File: src/rtl/rgb_pattern_source_if.sv
// rgb_pattern_source_if: control inputs and parallel RGB video outputs of the pattern source
interface rgb_pattern_source_if;
  logic        I_enable;
  logic [1:0]  I_pattern;
  logic        O_rgb_vs;
  logic        O_rgb_hs;
  logic        O_rgb_de;
  logic [7:0]  O_rgb_r;
  logic [7:0]  O_rgb_g;
  logic [7:0]  O_rgb_b;
  logic        O_frame_start;
  logic [15:0] O_frame_count;
  modport master (
    input  I_enable, I_pattern,
    output O_rgb_vs, O_rgb_hs, O_rgb_de, O_rgb_r, O_rgb_g, O_rgb_b, O_frame_start, O_frame_count
  );
  modport slave (
    output I_enable, I_pattern,
    input  O_rgb_vs, O_rgb_hs, O_rgb_de, O_rgb_r, O_rgb_g, O_rgb_b, O_frame_start, O_frame_count
  );
endinterface

File: src/rtl/rgb_pattern_source.sv
// rgb_pattern_source: frame-aligned sync timing and test pattern generator for the DVI-style RGB bus
module rgb_pattern_source #(
  parameter int H_ACTIVE = 128,
  parameter int H_FRONT  = 4,
  parameter int H_SYNC   = 4,
  parameter int H_BACK   = 8,
  parameter int V_ACTIVE = 32,
  parameter int V_FRONT  = 2,
  parameter int V_SYNC   = 2,
  parameter int V_BACK   = 4,
  parameter bit HS_POL   = 1'b1,
  parameter bit VS_POL   = 1'b1
) (
  input logic                  I_clk,
  input logic                  I_rst_n,
  rgb_pattern_source_if.master bus
);
  localparam int H_TOTAL = H_ACTIVE + H_FRONT + H_SYNC + H_BACK;
  localparam int V_TOTAL = V_ACTIVE + V_FRONT + V_SYNC + V_BACK;
  localparam int HW = $clog2(H_TOTAL);
  localparam int VW = $clog2(V_TOTAL);
  localparam logic [HW-1:0] H_LAST     = HW'(H_TOTAL - 1);
  localparam logic [HW-1:0] H_DE_END   = HW'(H_ACTIVE);
  localparam logic [HW-1:0] H_SYNC_BEG = HW'(H_ACTIVE + H_FRONT);
  localparam logic [HW-1:0] H_SYNC_END = HW'(H_ACTIVE + H_FRONT + H_SYNC);
  localparam logic [VW-1:0] V_LAST     = VW'(V_TOTAL - 1);
  localparam logic [VW-1:0] V_DE_END   = VW'(V_ACTIVE);
  localparam logic [VW-1:0] V_SYNC_BEG = VW'(V_ACTIVE + V_FRONT);
  localparam logic [VW-1:0] V_SYNC_END = VW'(V_ACTIVE + V_FRONT + V_SYNC);

  typedef enum logic [1:0] {IDLE, RUN, DRAIN} state_t;

  state_t      r_state;
  state_t      w_state_nxt;
  logic [HW-1:0] r_h;
  logic [VW-1:0] r_v;
  logic [1:0]  r_pattern;
  logic [15:0] r_frame_count;
  logic        w_active;
  logic        w_h_last;
  logic        w_last;
  logic        w_de;
  logic        w_hs_on;
  logic        w_vs_on;
  logic [7:0]  w_x;
  logic [7:0]  w_y;
  logic [7:0]  w_chk;
  logic [7:0]  w_r;
  logic [7:0]  w_g;
  logic [7:0]  w_b;

  assign w_active = r_state != IDLE;
  assign w_h_last = r_h == H_LAST;
  assign w_last   = w_h_last && r_v == V_LAST;

  // Next state: enable always wins; without it a running frame drains to its last cycle, then idles
  always_comb begin
    w_state_nxt = r_state;
    w_state_nxt = bus.I_enable ? RUN : (w_active && !w_last) ? DRAIN : IDLE;
  end

  // State register
  always_ff @(posedge I_clk or negedge I_rst_n) begin
    if (!I_rst_n) r_state <= IDLE;
    else          r_state <= w_state_nxt;
  end

  // Raster counters, held at the origin while idle
  always_ff @(posedge I_clk or negedge I_rst_n) begin
    if (!I_rst_n) begin
      r_h <= '0;
      r_v <= '0;
    end else begin
      r_h <= (!w_active || w_h_last) ? '0 : r_h + HW'(1);
      r_v <= !w_active ? '0 : !w_h_last ? r_v : (r_v == V_LAST) ? '0 : r_v + VW'(1);
    end
  end

  // Pattern and frame counter only change on frame boundaries so every frame is self-consistent
  always_ff @(posedge I_clk or negedge I_rst_n) begin
    if (!I_rst_n) begin
      r_pattern     <= '0;
      r_frame_count <= '0;
    end else begin
      if (!w_active || w_last) r_pattern <= bus.I_pattern;
      if (w_active && w_last) r_frame_count <= r_frame_count + 16'd1;
    end
  end

  assign w_de    = w_active && r_h < H_DE_END && r_v < V_DE_END;
  assign w_hs_on = w_active && r_h >= H_SYNC_BEG && r_h < H_SYNC_END;
  assign w_vs_on = w_active && r_v >= V_SYNC_BEG && r_v < V_SYNC_END;
  assign w_x     = 8'(r_h);
  assign w_y     = 8'(r_v);
  assign w_chk   = {8{w_x[3] ^ w_y[3]}};

  // Pattern colour mux, blanked outside the active area
  always_comb begin
    w_r = '0;
    w_g = '0;
    w_b = '0;
    w_r = !w_de ? 8'h00 : r_pattern == 2'd0 ? w_x : r_pattern == 2'd2 ? w_chk : r_pattern == 2'd3 ? r_frame_count[7:0] : 8'h00;
    w_g = !w_de ? 8'h00 : r_pattern == 2'd1 ? w_y : r_pattern == 2'd2 ? w_chk : r_pattern == 2'd3 ? w_x : 8'h00;
    w_b = !w_de ? 8'h00 : r_pattern == 2'd2 ? w_chk : r_pattern == 2'd3 ? w_y : 8'h00;
  end

  // Output registers: pins show the previous cycle's counter/state decode
  always_ff @(posedge I_clk or negedge I_rst_n) begin
    if (!I_rst_n) begin
      bus.O_rgb_vs      <= ~VS_POL;
      bus.O_rgb_hs      <= ~HS_POL;
      bus.O_rgb_de      <= 1'b0;
      bus.O_rgb_r       <= '0;
      bus.O_rgb_g       <= '0;
      bus.O_rgb_b       <= '0;
      bus.O_frame_start <= 1'b0;
      bus.O_frame_count <= '0;
    end else begin
      bus.O_rgb_vs      <= w_vs_on ? VS_POL : ~VS_POL;
      bus.O_rgb_hs      <= w_hs_on ? HS_POL : ~HS_POL;
      bus.O_rgb_de      <= w_de;
      bus.O_rgb_r       <= w_r;
      bus.O_rgb_g       <= w_g;
      bus.O_rgb_b       <= w_b;
      bus.O_frame_start <= w_active && r_h == '0 && r_v == '0;
      bus.O_frame_count <= r_frame_count;
    end
  end
endmodule

File: src/flat_wrapper.sv
// flat-port wrapper written by rule: the top's interface ports become plain ports
module rgb_pattern_source_flat 
#(
  parameter int H_ACTIVE = 128,
  parameter int H_FRONT  = 4,
  parameter int H_SYNC   = 4,
  parameter int H_BACK   = 8,
  parameter int V_ACTIVE = 32,
  parameter int V_FRONT  = 2,
  parameter int V_SYNC   = 2,
  parameter int V_BACK   = 4,
  parameter bit HS_POL   = 1'b1,
  parameter bit VS_POL   = 1'b1
)
  (I_clk, I_rst_n, bus_I_enable, bus_I_pattern, bus_O_rgb_vs, bus_O_rgb_hs, bus_O_rgb_de, bus_O_rgb_r, bus_O_rgb_g, bus_O_rgb_b, bus_O_frame_start, bus_O_frame_count);
  rgb_pattern_source_if bus_i ();
  input logic I_clk;
  input logic I_rst_n;
  input wire logic [$bits(bus_i.I_enable)-1:0] bus_I_enable;
  input wire logic [$bits(bus_i.I_pattern)-1:0] bus_I_pattern;
  output wire logic [$bits(bus_i.O_rgb_vs)-1:0] bus_O_rgb_vs;
  output wire logic [$bits(bus_i.O_rgb_hs)-1:0] bus_O_rgb_hs;
  output wire logic [$bits(bus_i.O_rgb_de)-1:0] bus_O_rgb_de;
  output wire logic [$bits(bus_i.O_rgb_r)-1:0] bus_O_rgb_r;
  output wire logic [$bits(bus_i.O_rgb_g)-1:0] bus_O_rgb_g;
  output wire logic [$bits(bus_i.O_rgb_b)-1:0] bus_O_rgb_b;
  output wire logic [$bits(bus_i.O_frame_start)-1:0] bus_O_frame_start;
  output wire logic [$bits(bus_i.O_frame_count)-1:0] bus_O_frame_count;
  assign bus_i.I_enable = bus_I_enable;
  assign bus_i.I_pattern = bus_I_pattern;
  assign bus_O_rgb_vs = bus_i.O_rgb_vs;
  assign bus_O_rgb_hs = bus_i.O_rgb_hs;
  assign bus_O_rgb_de = bus_i.O_rgb_de;
  assign bus_O_rgb_r = bus_i.O_rgb_r;
  assign bus_O_rgb_g = bus_i.O_rgb_g;
  assign bus_O_rgb_b = bus_i.O_rgb_b;
  assign bus_O_frame_start = bus_i.O_frame_start;
  assign bus_O_frame_count = bus_i.O_frame_count;
  rgb_pattern_source #(.H_ACTIVE(H_ACTIVE), .H_FRONT(H_FRONT), .H_SYNC(H_SYNC), .H_BACK(H_BACK), .V_ACTIVE(V_ACTIVE), .V_FRONT(V_FRONT), .V_SYNC(V_SYNC), .V_BACK(V_BACK), .HS_POL(HS_POL), .VS_POL(VS_POL)) u_core (.I_clk(I_clk), .I_rst_n(I_rst_n), .bus(bus_i));
endmodule
File: config.mk
export PLATFORM = sky130hd
export DESIGN_NAME = rgb_pattern_source_flat
export DESIGN_NICKNAME = d
export VERILOG_FILES = /design/src/rtl/rgb_pattern_source_if.sv /design/src/rtl/rgb_pattern_source.sv /design/src/flat_wrapper.sv
export SDC_FILE = /design/constraint.sdc
export NUM_CORES = 1
export LEC_CHECK = 0
export CAP_MARGIN = 10
export CORE_ASPECT_RATIO = 1.2
export CORE_UTILIZATION = 24
export DETAILED_ROUTE_END_ITERATION = 10
export SYNTH_ARGS = -nofsm -noshare
export SYNTH_HDL_FRONTEND = slang
export SYNTH_SLANG_ARGS = --single-unit
export TNS_END_PERCENT = 1
File: constraint.sdc
create_clock -name I_clk -period 2.6 [get_ports I_clk]
set_input_delay 0.26 -clock I_clk [delete_from_list [all_inputs] [get_ports I_clk]]
set_output_delay 0.26 -clock I_clk [all_outputs]
set_load 0.01 [all_outputs]
==> load_flow_metrics.sql, run 1 <==
INSERT INTO impl_metrics (metric_group, metric, value, unit) VALUES
('outcome', 'outcome', 'finished, final reports clean', ''),
('logic_synthesis', 'count_of_yosys_warnings_during_synthesis', '0', ''),
('layout', 'filler_cell_count', '1329', ''),
('drt', 'vias', '2228', ''),
('timing', 'finalHoldViolCount', '0', ''),
('global_route', 'combined_global_route_utilization_of_all_metal_layers', '0.116', ''),
('worst_setup_path', 'timing.rr.start', 'u_core.r_v[3]$_DFFE_PN0N_', ''),
('logic_synthesis', 'synth_async_sr_flop_share', '1.00', ''),
('logic_synthesis', 'synthFlopType', 'sky130_fd_sc_hd__dfrtp_1', ''),
('floorplan', 'initial_utilization', '0.249', ''),
('worst_setup_path', 'setup.worst_path.class', 'register to register', ''),
('logic_synthesis', 'postSynthCellCount', '281', ''),
('clock_tree', 'ctsResizeCount', '0', ''),
('logic_synthesis', 'synth_top_cell_area_share', '0.603', ''),
('floorplan', 'boundaryPins', '49', ''),
('drt', 'drt_iter0_markers', '139', ''),
('power', 'ir_worst_vdd', '0.316', 'mV'),
('worst_setup_path', 'worst_setup_path_start_kind', 'register', ''),
('timing', 'slew_violations', '0', ''),
('logic_synthesis', 'synth_cell_type_count', '37', ''),
('worst_setup_path', 'setup.worst_path.end_class', 'register', ''),
('placement', 'place.gp.congestion', '0.834', ''),
('worst_setup_path', 'rrSetupSlack', '170', 'ps'),
('timing', 'ratio_of_final_minimum_period_to_clock_period', '0.934', ''),
('logic_synthesis', 'yosys-mux-area-fraction', '0.0106', ''),
('logic_synthesis', 'postSynthAreaPerCell', '11.4', 'um^2'),
('timing', 'finalSetupViolCount', '0', ''),
('clock_tree', 'cts_setup_buffers', '0', ''),
('layout', 'area_growth_syn_to_layout', '29.9', '%'),
('clock_tree', 'clockBufferDepth', '2', ''),
('timing', 'worst_slack_on_hold_paths', '57.3', 'ps'),
('power', 'cell_pwr_density', '700', 'nW/um^2'),
('power', 'leakage_power_figure', '0.00187', 'uW'),
('placement', 'post-dp-hpwl', '5170', 'um'),
('global_route', 'antenna_found_initial', '0', ''),
('clock_tree', 'postCtsHoldBufs', '0', ''),
('flow_run', 'max-cap-violations', '0', ''),
('floorplan', 'die-height', '128', 'um'),
('logic_synthesis', 'yosysMostFrequentCell', 'sky130_fd_sc_hd__dfrtp_1', ''),
('worst_setup_path', 'crit_required', '2850', 'ps'),
('drt', 'first_pass_iters', '4', ''),
('drt', 'routed_via_density', '4.44', ''),
('clock_tree', 'htree_num_levels', '3', ''),
('logic_synthesis', 'synth.top_cells.by_count', '77 x sky130_fd_sc_hd__dfrtp_1, 22 x sky130_fd_sc_hd__nor3_1, 20 x sky130_fd_sc_hd__a21oi_1', ''),
('worst_setup_path', 'cp.arrival', '2680', 'ps'),
('global_route', 'remaining_global_route_overflow', '0', ''),
('clock_tree', 'clock_insertion_delay_worst_skew', '340', 'ps'),
('global_route', 'first_global_vias', '2304', ''),
('floorplan', 'number_of_rows_in_the_core_area', '45', ''),
('drt', 'wirelength', '7300', 'um'),
('timing', 'totalNegativeSetupSlack', '0', 'ps'),
('logic_synthesis', 'synthDominantAreaCellType', 'sky130_fd_sc_hd__dfrtp_1', ''),
('worst_setup_path', 'crit_path_end', 'u_core.r_frame_count[11]$_DFFE_PN0P_', ''),
('worst_setup_path', 'critical_path.reg2reg.endpoint', 'u_core.r_frame_count[11]$_DFFE_PN0P_', ''),
('clock_tree', 'path_clk_slew', '60', 'ps'),
('global_route', 'maximum_number_of_pins_on_one_net_before_global_route_repair', '78', ''),
('clock_tree', 'ctsRootBufferMaster', 'sky130_fd_sc_hd__clkbuf_16', ''),
('logic_synthesis', 'ys_seq_area_frac', '0.603', ''),
('logic_synthesis', 'synth_compound_gate_area_share', '0.0603', ''),
('timing', 'relSlewSlack', '0.375', ''),
('layout', 'nets', '343', ''),
('logic_synthesis', 'synth_xor_xnor_area_share', '0.0685', ''),
('logic_synthesis', 'number_of_synthesized_flops_with_an_enable_pin', '0', ''),
('worst_setup_path', 'timing.critical_path.fanout_max', '10', ''),
('worst_setup_path', 'setup.worst_path.start', 'u_core.r_v[3]$_DFFE_PN0N_', ''),
('logic_synthesis', 'synthesis.nets', '291', ''),
('placement', 'port_buffers', '48', ''),
('logic_synthesis', 'area_share_of_and_or_nand_nor_cells_after_synthesis', '0.199', ''),
('layout', 'fin_util', '0.324', ''),
('layout', 'layout-drive-gt1-share', '0.115', ''),
('floorplan', 'die_width', '107', 'um');
[logic make-up (layout without fill, tap and decap cells)]
logic type | Yosys count | in the layout
xor gates and xnor gates | 25 | 25
AOI/OAI and AO/OA | 35 | 35
muxes | 3 | 3
adders and majority gates | 5 | 5
DFF | 77 | 77
and+or+nand+nor | 108 | 108
buffers and inverters | 28 | 85
[how the worst min path moves through the flow]
stage	startpoint	end	slack [ps]	cells after the start
finish	I_rst_n	u_core.bus.O_frame_count[8]$_DFF_PN0_	60	1
global route	I_rst_n	u_core.bus.O_frame_count[8]$_DFF_PN0_	160	1
CTS	I_rst_n	u_core.bus.O_frame_count[8]$_DFF_PN0_	110	1
detailed placement	u_core.r_frame_count[15]$_DFFE_PN0P_	u_core.bus.O_frame_count[15]$_DFF_PN0_	390	0
global placement	u_core.r_frame_count[15]$_DFFE_PN0P_	u_core.bus.O_frame_count[15]$_DFF_PN0_	390	0
floorplan	I_rst_n	u_core.bus.O_frame_count[0]$_DFF_PN0_	-40	0
[layout make-up]
cell class / instances / area, um^2 / share of cell area
inverter: 13 / 48.8 / 0.0117
timing repair buffer: 56 / 538 / 0.129
clock buffer: 11 / 233 / 0.0560
tap: 164 / 205 / 0.0494
multi-input combinational: 176 / 1140 / 0.275
clock inverter: 5 / 60.1 / 0.0145
sequential: 77 / 1930 / 0.464
[placed cells by master (no fill, tap or decap), types with 3 or more instances in the layout]
master | netlist | routed
sky130_fd_sc_hd__clkbuf_16 | 0 | 9
sky130_fd_sc_hd__nor2_1 | 15 | 15
sky130_fd_sc_hd__nor3_1 | 22 | 22
sky130_fd_sc_hd__inv_1 | 13 | 13
sky130_fd_sc_hd__nand3_1 | 13 | 13
sky130_fd_sc_hd__ha_1 | 5 | 5
sky130_fd_sc_hd__xnor2_1 | 8 | 8
sky130_fd_sc_hd__clkdlybuf4s50_1 | 0 | 47
sky130_fd_sc_hd__dfrtp_1 | 77 | 77
sky130_fd_sc_hd__mux2_2 | 3 | 3
sky130_fd_sc_hd__buf_4 | 2 | 9
sky130_fd_sc_hd__and3_1 | 7 | 7
sky130_fd_sc_hd__nor2b_1 | 7 | 7
sky130_fd_sc_hd__nor4_2 | 7 | 7
sky130_fd_sc_hd__nand2_1 | 16 | 16
sky130_fd_sc_hd__a21oi_1 | 20 | 20
sky130_fd_sc_hd__xor2_1 | 17 | 17
sky130_fd_sc_hd__or3_1 | 5 | 5
sky130_fd_sc_hd__o21ai_0 | 10 | 10
sky130_fd_sc_hd__nand4_1 | 3 | 3
[worst max-delay path, stage by stage (launching register included)]
cell	delay, ps
sky130_fd_sc_hd__dfrtp_1	480
sky130_fd_sc_hd__or3b_4	450
sky130_fd_sc_hd__or4_1	790
sky130_fd_sc_hd__nor4_2	420
sky130_fd_sc_hd__xor2_1	200
[state kept, by name, summed over array words and instances, names as in the netlist, 2 cells and up]
register,count
u_core.bus.O_frame_count,16
u_core.r_frame_count,16
u_core.r_v,6
u_core.r_h,8
u_core.r_state,2
u_core.bus.O_rgb_b,7
u_core.bus.O_rgb_g,8
u_core.r_pattern,2
u_core.bus.O_rgb_r,8
[report_power, final]
| group | internal (uW) | leakage [uW] | switching (uW) |
|---|---|---|---|
| clock | 746 | 0.000140 | 479 |
| sequential | 1270 | 0.00105 | 73.0 |
| combinational | 169 | 0.000682 | 172 |
| total | 2180 | 0.00187 | 724 |
[per-layer routing]
| metal | wire, um | up-vias | GRT usage |
|---|---|---|---|
| li1 | - | 1070 | - |
| met1 | 3270 | 1087 | 0.145 |
| met2 | 3540 | 54 | 0.186 |
| met3 | 336 | 17 | 0.0380 |
| met4 | 156 | 0 | 0.0467 |
| met5 | 0 | - | 0 |
[through the flow]
stage | power (uW) | worst slack (ps) | std cells
after floorplan | 1510 | 536 | 281
after global placement | 1710 | 300 | 486
after detailed placement | 1710 | 185 | 486
after CTS | 2940 | 166 | 502
after global routing | 3040 | 81.7 | 502
final | 2910 | 172 | 502
No activity file was read; power rests on OpenSTA's default activity.
==> inputs of run 2 (changes only) <==
--- a/config.mk
+++ b/config.mk
@@ -7,6 +7,7 @@
 export LEC_CHECK = 0
 export CAP_MARGIN = 10
 export CORE_ASPECT_RATIO = 1.2
+export CORE_MARGIN = 2
 export CORE_UTILIZATION = 24
 export DETAILED_ROUTE_END_ITERATION = 10
 export SYNTH_ARGS = -nofsm -noshare
==> load_flow_metrics.sql, run 2 (synthesis gave the netlist of run 1 again) <==
INSERT INTO impl_metrics (metric_group, metric, value, unit) VALUES
('drt', 'routedWlPerCell', '14.6', 'um'),
('clock_tree', 'path_clk_slew', '60', 'ps'),
('clock_tree', 'cts-buffers-inserted', '9', ''),
('layout', 'mostFrequentLayoutCell', 'sky130_fd_sc_hd__dfrtp_1', ''),
('global_route', 'antenna_found_initial', '0', ''),
('worst_setup_path', 'crit_required', '2860', 'ps'),
('worst_setup_path', 'crit_chain', 'or3b_4 -> or4_1 -> nor4_2 -> xor2_1', ''),
('placement', 'port_buffers', '48', ''),
('timing', 'ratio_of_final_minimum_period_to_clock_period', '0.915', ''),
('layout', 'final_cell_mix', '77 x sky130_fd_sc_hd__dfrtp_1, 47 x sky130_fd_sc_hd__clkdlybuf4s50_1, 22 x sky130_fd_sc_hd__nor3_1', ''),
('worst_setup_path', 'worst_path_largest_cell_delay', '800', 'ps'),
('timing', 'max_slew.worst_pin.slew', '942', 'ps'),
('worst_setup_path', 'worst_setup_path_start_kind', 'register', ''),
('global_route', 'remaining_global_route_overflow', '0', ''),
('clock_tree', 'clockBufferDepth', '2', ''),
('worst_setup_path', 'setup.worst_path.class', 'register to register', ''),
('drt', 'routed_via_density', '4.33', ''),
('worst_setup_path', 'timing.critical_path.fanout_max', '10', ''),
('worst_setup_path', 'setup.worst_path.end_class', 'register', ''),
('flow_run', 'max-cap-violations', '0', ''),
('timing', 'grt_setup_unrepaired', 'no', ''),
('drt', 'antenna_left', '0', ''),
('global_route', 'maximum_number_of_pins_on_one_net_before_global_route_repair', '78', ''),
('timing', 'finalSetupViolCount', '0', ''),
('clock_tree', 'clock-sinks', '77', ''),
('drt', 'first_pass_iters', '4', ''),
('power', 'leakage_power_figure', '0.00188', 'uW'),
('timing', 'min_period', '2380', 'ps'),
('placement', 'post-dp-hpwl', '5270', 'um'),
('layout', 'layout-drive-gt1-share', '0.121', ''),
('layout', 'area_growth_syn_to_layout', '30.7', '%'),
('outcome', 'outcome', 'finished, final reports clean', ''),
('clock_tree', 'postCtsHoldBufs', '0', ''),
('floorplan', 'number_of_rows_in_the_core_area', '46', ''),
('clock_tree', 'cts_tree', 'done', ''),
('floorplan', 'initial_utilization', '0.244', ''),
('floorplan', 'design.die.area', '14300', 'um^2'),
('clock_tree', 'htree_num_levels', '3', ''),
('layout', 'nets', '343', ''),
('power', 'total_power', '2960', 'uW'),
('clock_tree', 'ctsResizeCount', '0', ''),
('clock_tree', 'cts_setup_buffers', '0', ''),
('timing', 'finalClockSkew', '12.0', 'ps'),
('layout', 'fin_util', '0.318', ''),
('timing', 'max_freq', '0.420', 'GHz'),
('timing', 'totalNegativeSetupSlack', '0', 'ps'),
('worst_setup_path', 'timing.critical_path.slowest_stage_cell', 'sky130_fd_sc_hd__or4_1', ''),
('global_route', 'combined_global_route_utilization_of_all_metal_layers', '0.112', ''),
('floorplan', 'die_width', '109', 'um'),
('drt', 'drt_iter0_markers', '86', ''),
('worst_hold_path', 'min-delay-path-class', 'primary input to asynchronous set/reset pin', ''),
('layout', 'number_of_antenna_cells_inserted', '0', ''),
('timing', 'relSlewSlack', '0.372', ''),
('global_route', 'grt_first_pass_wirelength', '12000', 'um'),
('global_route', 'first_global_vias', '2279', ''),
('timing', 'finalHoldViolCount', '0', ''),
('floorplan', 'core-area', '13100', 'um^2'),
('worst_setup_path', 'cp.arrival', '2640', 'ps'),
('timing', 'slew_violations', '0', ''),
('floorplan', 'die-height', '130', 'um'),
('clock_tree', 'ctsRootBufferMaster', 'sky130_fd_sc_hd__clkbuf_16', ''),
('power', 'cell_pwr_density', '708', 'nW/um^2'),
('drt', 'wirelength', '7380', 'um'),
('drt', 'vias', '2192', ''),
('placement', 'place.gp.congestion', '0.888', ''),
('floorplan', 'boundaryPins', '49', ''),
('drt', 'count_of_unresolved_drc_violations_after_routing', '0', ''),
('clock_tree', 'clock_insertion_delay_worst_skew', '340', 'ps'),
('layout', 'biggestRegsByFlops', 'u_core.bus.O_frame_count x16, u_core.r_frame_count x16', ''),
('power', 'ir_worst_vdd', '0.293', 'mV');
==> run 2: changes by cell type in the layout (fill, tap and decap cells not counted), sizes merged <==
| cell | before | now |
|---|---|---|
| clkinvlp | 1 | 2 |
| inv | 14 | 13 |
==> run 2: metrics by stage <==
stage / std cells / setup WS, ps / hold slack, ps / area, um^2
after CTS: 506 / 205 / 105 / 4180
after floorplan: 281 / 536 / -35.6 / 3200
after global placement: 490 / 292 / 392 / 3870
final: 506 / 220 / 66.4 / 4180
after global routing: 506 / 97.6 / 153 / 4180
after detailed placement: 490 / 221 / 392 / 3870
==> run 2: path summary, 6_finish.rpt <==
check | depth (start not counted) | slack, ps | from | endpoint
min in group I_clk | 0 | 400 | u_core.r_frame_count[15]$_DFFE_PN0P_ | u_core.bus.O_frame_count[15]$_DFF_PN0_
hold reg to reg | 0 | 400 | u_core.r_frame_count[15]$_DFFE_PN0P_ | u_core.bus.O_frame_count[15]$_DFF_PN0_
setup / recovery | 4 | 220 | u_core.r_v[3]$_DFFE_PN0N_ | u_core.r_frame_count[8]$_DFFE_PN0P_
hold / removal | 1 | 70 | I_rst_n | u_core.bus.O_frame_count[8]$_DFF_PN0_
setup reg to reg | 4 | 220 | u_core.r_v[3]$_DFFE_PN0N_ | u_core.r_frame_count[8]$_DFFE_PN0P_
max in group asynchronous | 1 | 1910 | I_rst_n | u_core.bus.O_frame_count[1]$_DFF_PN0_
==> run 2: power by group <==
part           switching (uW)  leakage [uW]  internal, uW  total (uW)
Combinational             173      0.000682           169         341
Clock                     476      0.000148           794        1270
Sequential               79.3       0.00105          1270        1350
==> run 2: metal layers <==
layer,track usage,wire (um),vias up
li1,-,-,1062
met1,0.142,3260,1081
met2,0.183,3720,41
met3,0.0322,311,8
met4,0.0402,91,0
met5,0,0,-
==> run 2: layout make-up <==
class	instances	area, um^2
Timing Repair Buffer	56	538
Clock buffer	11	253
Fill cell	1380	8940
Multi-Input combinational cell	176	1140
Tap cell	168	210
Clock inverter	5	58.8
Sequential cell	77	1930
Inverter	13	48.8
==> run 2: worst max-delay path: cells and delay by family (launching register included) <==
family | cells | cell delay, ps
and+or+nand+nor | 3 | 1650
xor gates and xnor gates | 1 | 180
DFF | 1 | 480
==> inputs of run 3 (changes only) <==
--- a/config.mk
+++ b/config.mk
@@ -6,10 +6,13 @@
 export NUM_CORES = 1
 export LEC_CHECK = 0
 export CAP_MARGIN = 10
+export CELL_PAD_IN_SITES_DETAIL_PLACEMENT = 1
+export CELL_PAD_IN_SITES_GLOBAL_PLACEMENT = 2
 export CORE_ASPECT_RATIO = 1.2
 export CORE_MARGIN = 2
 export CORE_UTILIZATION = 24
 export DETAILED_ROUTE_END_ITERATION = 10
+export PLACE_DENSITY_LB_ADDON = 0.1
 export SYNTH_ARGS = -nofsm -noshare
 export SYNTH_HDL_FRONTEND = slang
 export SYNTH_SLANG_ARGS = --single-unit
==> load_flow_metrics.sql, run 3 (synthesis gave the netlist of run 1 again) <==
INSERT INTO impl_metrics (metric_group, metric, value, unit) VALUES
('worst_hold_path', 'timing.hold.worst_path_depth', '1', ''),
('placement', 'numPlacedInstances', '499', ''),
('clock_tree', 'path_clk_slew', '60', 'ps'),
('worst_setup_path', 'cp.buffers_inverters', '0', ''),
('clock_tree', 'postCtsHoldBufs', '1', ''),
('placement', 'placement.cell_area', '3950', 'um^2'),
('global_route', 'maximum_number_of_pins_on_one_net_before_global_route_repair', '42', ''),
('timing', 'worst_slack', '212', 'ps'),
('floorplan', 'number_of_rows_in_the_core_area', '46', ''),
('placement', 'post-dp-hpwl', '6430', 'um'),
('worst_setup_path', 'worst_path_largest_cell_delay', '800', 'ps'),
('power', 'leakage_power_figure', '0.00193', 'uW'),
('clock_tree', 'clockBufferDepth', '2', ''),
('drt', 'antenna_left', '0', ''),
('timing', 'relSlewSlack', '0.628', ''),
('layout', 'filler_cell_count', '1478', ''),
('worst_setup_path', 'setup.worst_path.end_class', 'register', ''),
('timing', 'finalClockSkew', '8.31', 'ps'),
('layout', 'final_design_area_no_fill', '4250', 'um^2'),
('drt', 'drt_iter0_markers', '39', ''),
('worst_setup_path', 'cp.arrival', '2650', 'ps'),
('clock_tree', 'clock-sinks', '77', ''),
('worst_setup_path', 'worst_setup_path_start_kind', 'register', ''),
('worst_setup_path', 'crit_family', 'simple AND/OR/NAND/NOR gates', ''),
('power', 'cell_pwr_density', '704', 'nW/um^2'),
('placement', 'place.gp.congestion', '0.778', ''),
('drt', 'wirelength', '8840', 'um'),
('layout', 'final_cell_mix', '77 x sky130_fd_sc_hd__dfrtp_1, 47 x sky130_fd_sc_hd__clkdlybuf4s50_1, 22 x sky130_fd_sc_hd__nor3_1', ''),
('floorplan', 'initial_utilization', '0.244', ''),
('clock_tree', 'cts_tree', 'done', ''),
('clock_tree', 'cts-buffers-inserted', '9', ''),
('power', 'total_switching_power', '762', 'uW'),
('global_route', 'met3_usage', '0.0283', ''),
('worst_setup_path', 'reg2regPathDepth', '4', ''),
('layout', 'layout-drive-gt1-share', '0.138', ''),
('worst_setup_path', 'crit_required', '2860', 'ps'),
('layout', 'final_cell_count_no_fill', '516', ''),
('worst_hold_path', 'min-delay-path-class', 'primary input to register', ''),
('outcome', 'outcome', 'finished, final reports clean', ''),
('timing', 'max_freq', '0.419', 'GHz'),
('floorplan', 'die-height', '130', 'um'),
('power', 'comb_power_share', '0.141', ''),
('floorplan', 'core-area', '13100', 'um^2'),
('floorplan', 'design.die.area', '14300', 'um^2'),
('global_route', 'routing_usage_on_met2', '0.226', ''),
('drt', 'routed_via_density', '4.37', ''),
('drt', 'vias', '2254', ''),
('layout', 'mostFrequentLayoutCell', 'sky130_fd_sc_hd__dfrtp_1', ''),
('global_route', 'remaining_global_route_overflow', '0', ''),
('worst_setup_path', 'setup.worst_path.class', 'register to register', ''),
('global_route', 'first_global_vias', '2432', ''),
('floorplan', 'die_width', '109', 'um'),
('timing', 'ratio_of_final_minimum_period_to_clock_period', '0.919', ''),
('global_route', 'antenna_found_initial', '0', ''),
('global_route', 'grt_first_pass_wirelength', '14100', 'um'),
('worst_setup_path', 'crit_chain', 'or3b_4 -> or4_1 -> nor4_2 -> xor2_1', ''),
('power', 'total_power', '2990', 'uW'),
('layout', 'nets', '353', ''),
('flow_run', 'max-cap-violations', '0', ''),
('power', 'cellInternalPower', '2230', 'uW'),
('drt', 'first_pass_iters', '4', ''),
('power', 'clock_power_share', '0.420', ''),
('timing', 'min_period', '2390', 'ps'),
('global_route', 'combined_global_route_utilization_of_all_metal_layers', '0.137', ''),
('floorplan', 'boundaryPins', '49', ''),
('timing', 'totalNegativeSetupSlack', '0', 'ps'),
('timing', 'finalSetupViolCount', '0', ''),
('power', 'ir_worst_vdd', '0.247', 'mV'),
('timing', 'max_slew.worst_pin.slew', '557', 'ps'),
('clock_tree', 'clock_insertion_delay_worst_skew', '340', 'ps'),
('power', 'power_frac_seq', '0.439', ''),
('layout', 'biggestRegsByFlops', 'u_core.bus.O_frame_count x16, u_core.r_frame_count x16', ''),
('layout', 'number_of_antenna_cells_inserted', '0', ''),
('drt', 'routedWlPerCell', '17.1', 'um'),
('clock_tree', 'ctsRootBufferMaster', 'sky130_fd_sc_hd__clkbuf_16', ''),
('clock_tree', 'htree_num_levels', '3', ''),
('worst_setup_path', 'rrSetupSlack', '210', 'ps'),
('power', 'power_switching_share', '0.255', ''),
('global_route', 'global_route.usage.met1', '0.175', ''),
('worst_setup_path', 'timing.critical_path.fanout_max', '10', ''),
('global_route', 'grt_busiest_layer', 'met2', ''),
('worst_setup_path', 'worst-path-stages', '4', ''),
('clock_tree', 'ctsResizeCount', '0', ''),
('placement', 'port_buffers', '48', ''),
('drt', 'count_of_unresolved_drc_violations_after_routing', '0', ''),
('timing', 'grt_setup_unrepaired', 'no', ''),
('placement', 'place_worst_setup_slack', '226', 'ps'),
('timing', 'finalHoldViolCount', '0', ''),
('clock_tree', 'cts_setup_buffers', '0', ''),
('layout', 'area_growth_syn_to_layout', '32.9', '%'),
('worst_setup_path', 'timing.critical_path.slowest_stage_cell', 'sky130_fd_sc_hd__or4_1', ''),
('timing', 'slew_violations', '0', '');
run 3: cell count changes in the layout (fill, tap and decap cells not counted), sizes merged:
cell / previous run / this run
buf: 9 / 18
clkbuf: 11 / 12
clkinvlp: 2 / 1
dlygate4sd3: 0 / 1
run 3: area by class of cell:
class                           count  area, um^2  share of cell area
Inverter                           13        48.8              0.0115
Sequential cell                    77        1930               0.453
Clock inverter                      4        47.5              0.0112
Clock buffer                       12         246              0.0580
Timing Repair Buffer               66         628               0.148
Multi-Input combinational cell    176        1140               0.269
Tap cell                          168         210              0.0494
run 3: layer usage:
metal	vias to the layer above	routed length, um
met4	0	168
met1	1120	3990
met5	-	0
li1	1088	-
met3	10	239
met2	36	4440
run 3: final timing paths:
path,start,to
max,u_core.r_v[5]$_DFFE_PN0N_,u_core.r_frame_count[10]$_DFFE_PN0P_
min,bus_I_enable,u_core.r_state[0]$_DFF_PN0_
max reg2reg,u_core.r_v[5]$_DFFE_PN0N_,u_core.r_frame_count[10]$_DFFE_PN0P_
min reg2reg,u_core.r_frame_count[15]$_DFFE_PN0P_,u_core.bus.O_frame_count[15]$_DFF_PN0_
max in group asynchronous,I_rst_n,u_core.r_v[3]$_DFFE_PN0N_
min in group asynchronous,I_rst_n,u_core.bus.O_frame_count[10]$_DFF_PN0_
run 3: metrics by stage:
stage | utilization | hold slack [ps]
global placement | 0.301 | 262
finish | 0.324 | 401
detailed placement | 0.301 | 267
global route | 0.324 | 392
CTS | 0.324 | 393
floorplan | - | -35.6
run 3: power groups by stage:
stage	Sequential (uW)	Combinational, uW	Clock (uW)
floorplan	1340	172	0
global placement	1340	434	0
detailed placement	1340	431	0
CTS	1320	435	1300
global route	1320	466	1350
finish	1310	422	1260
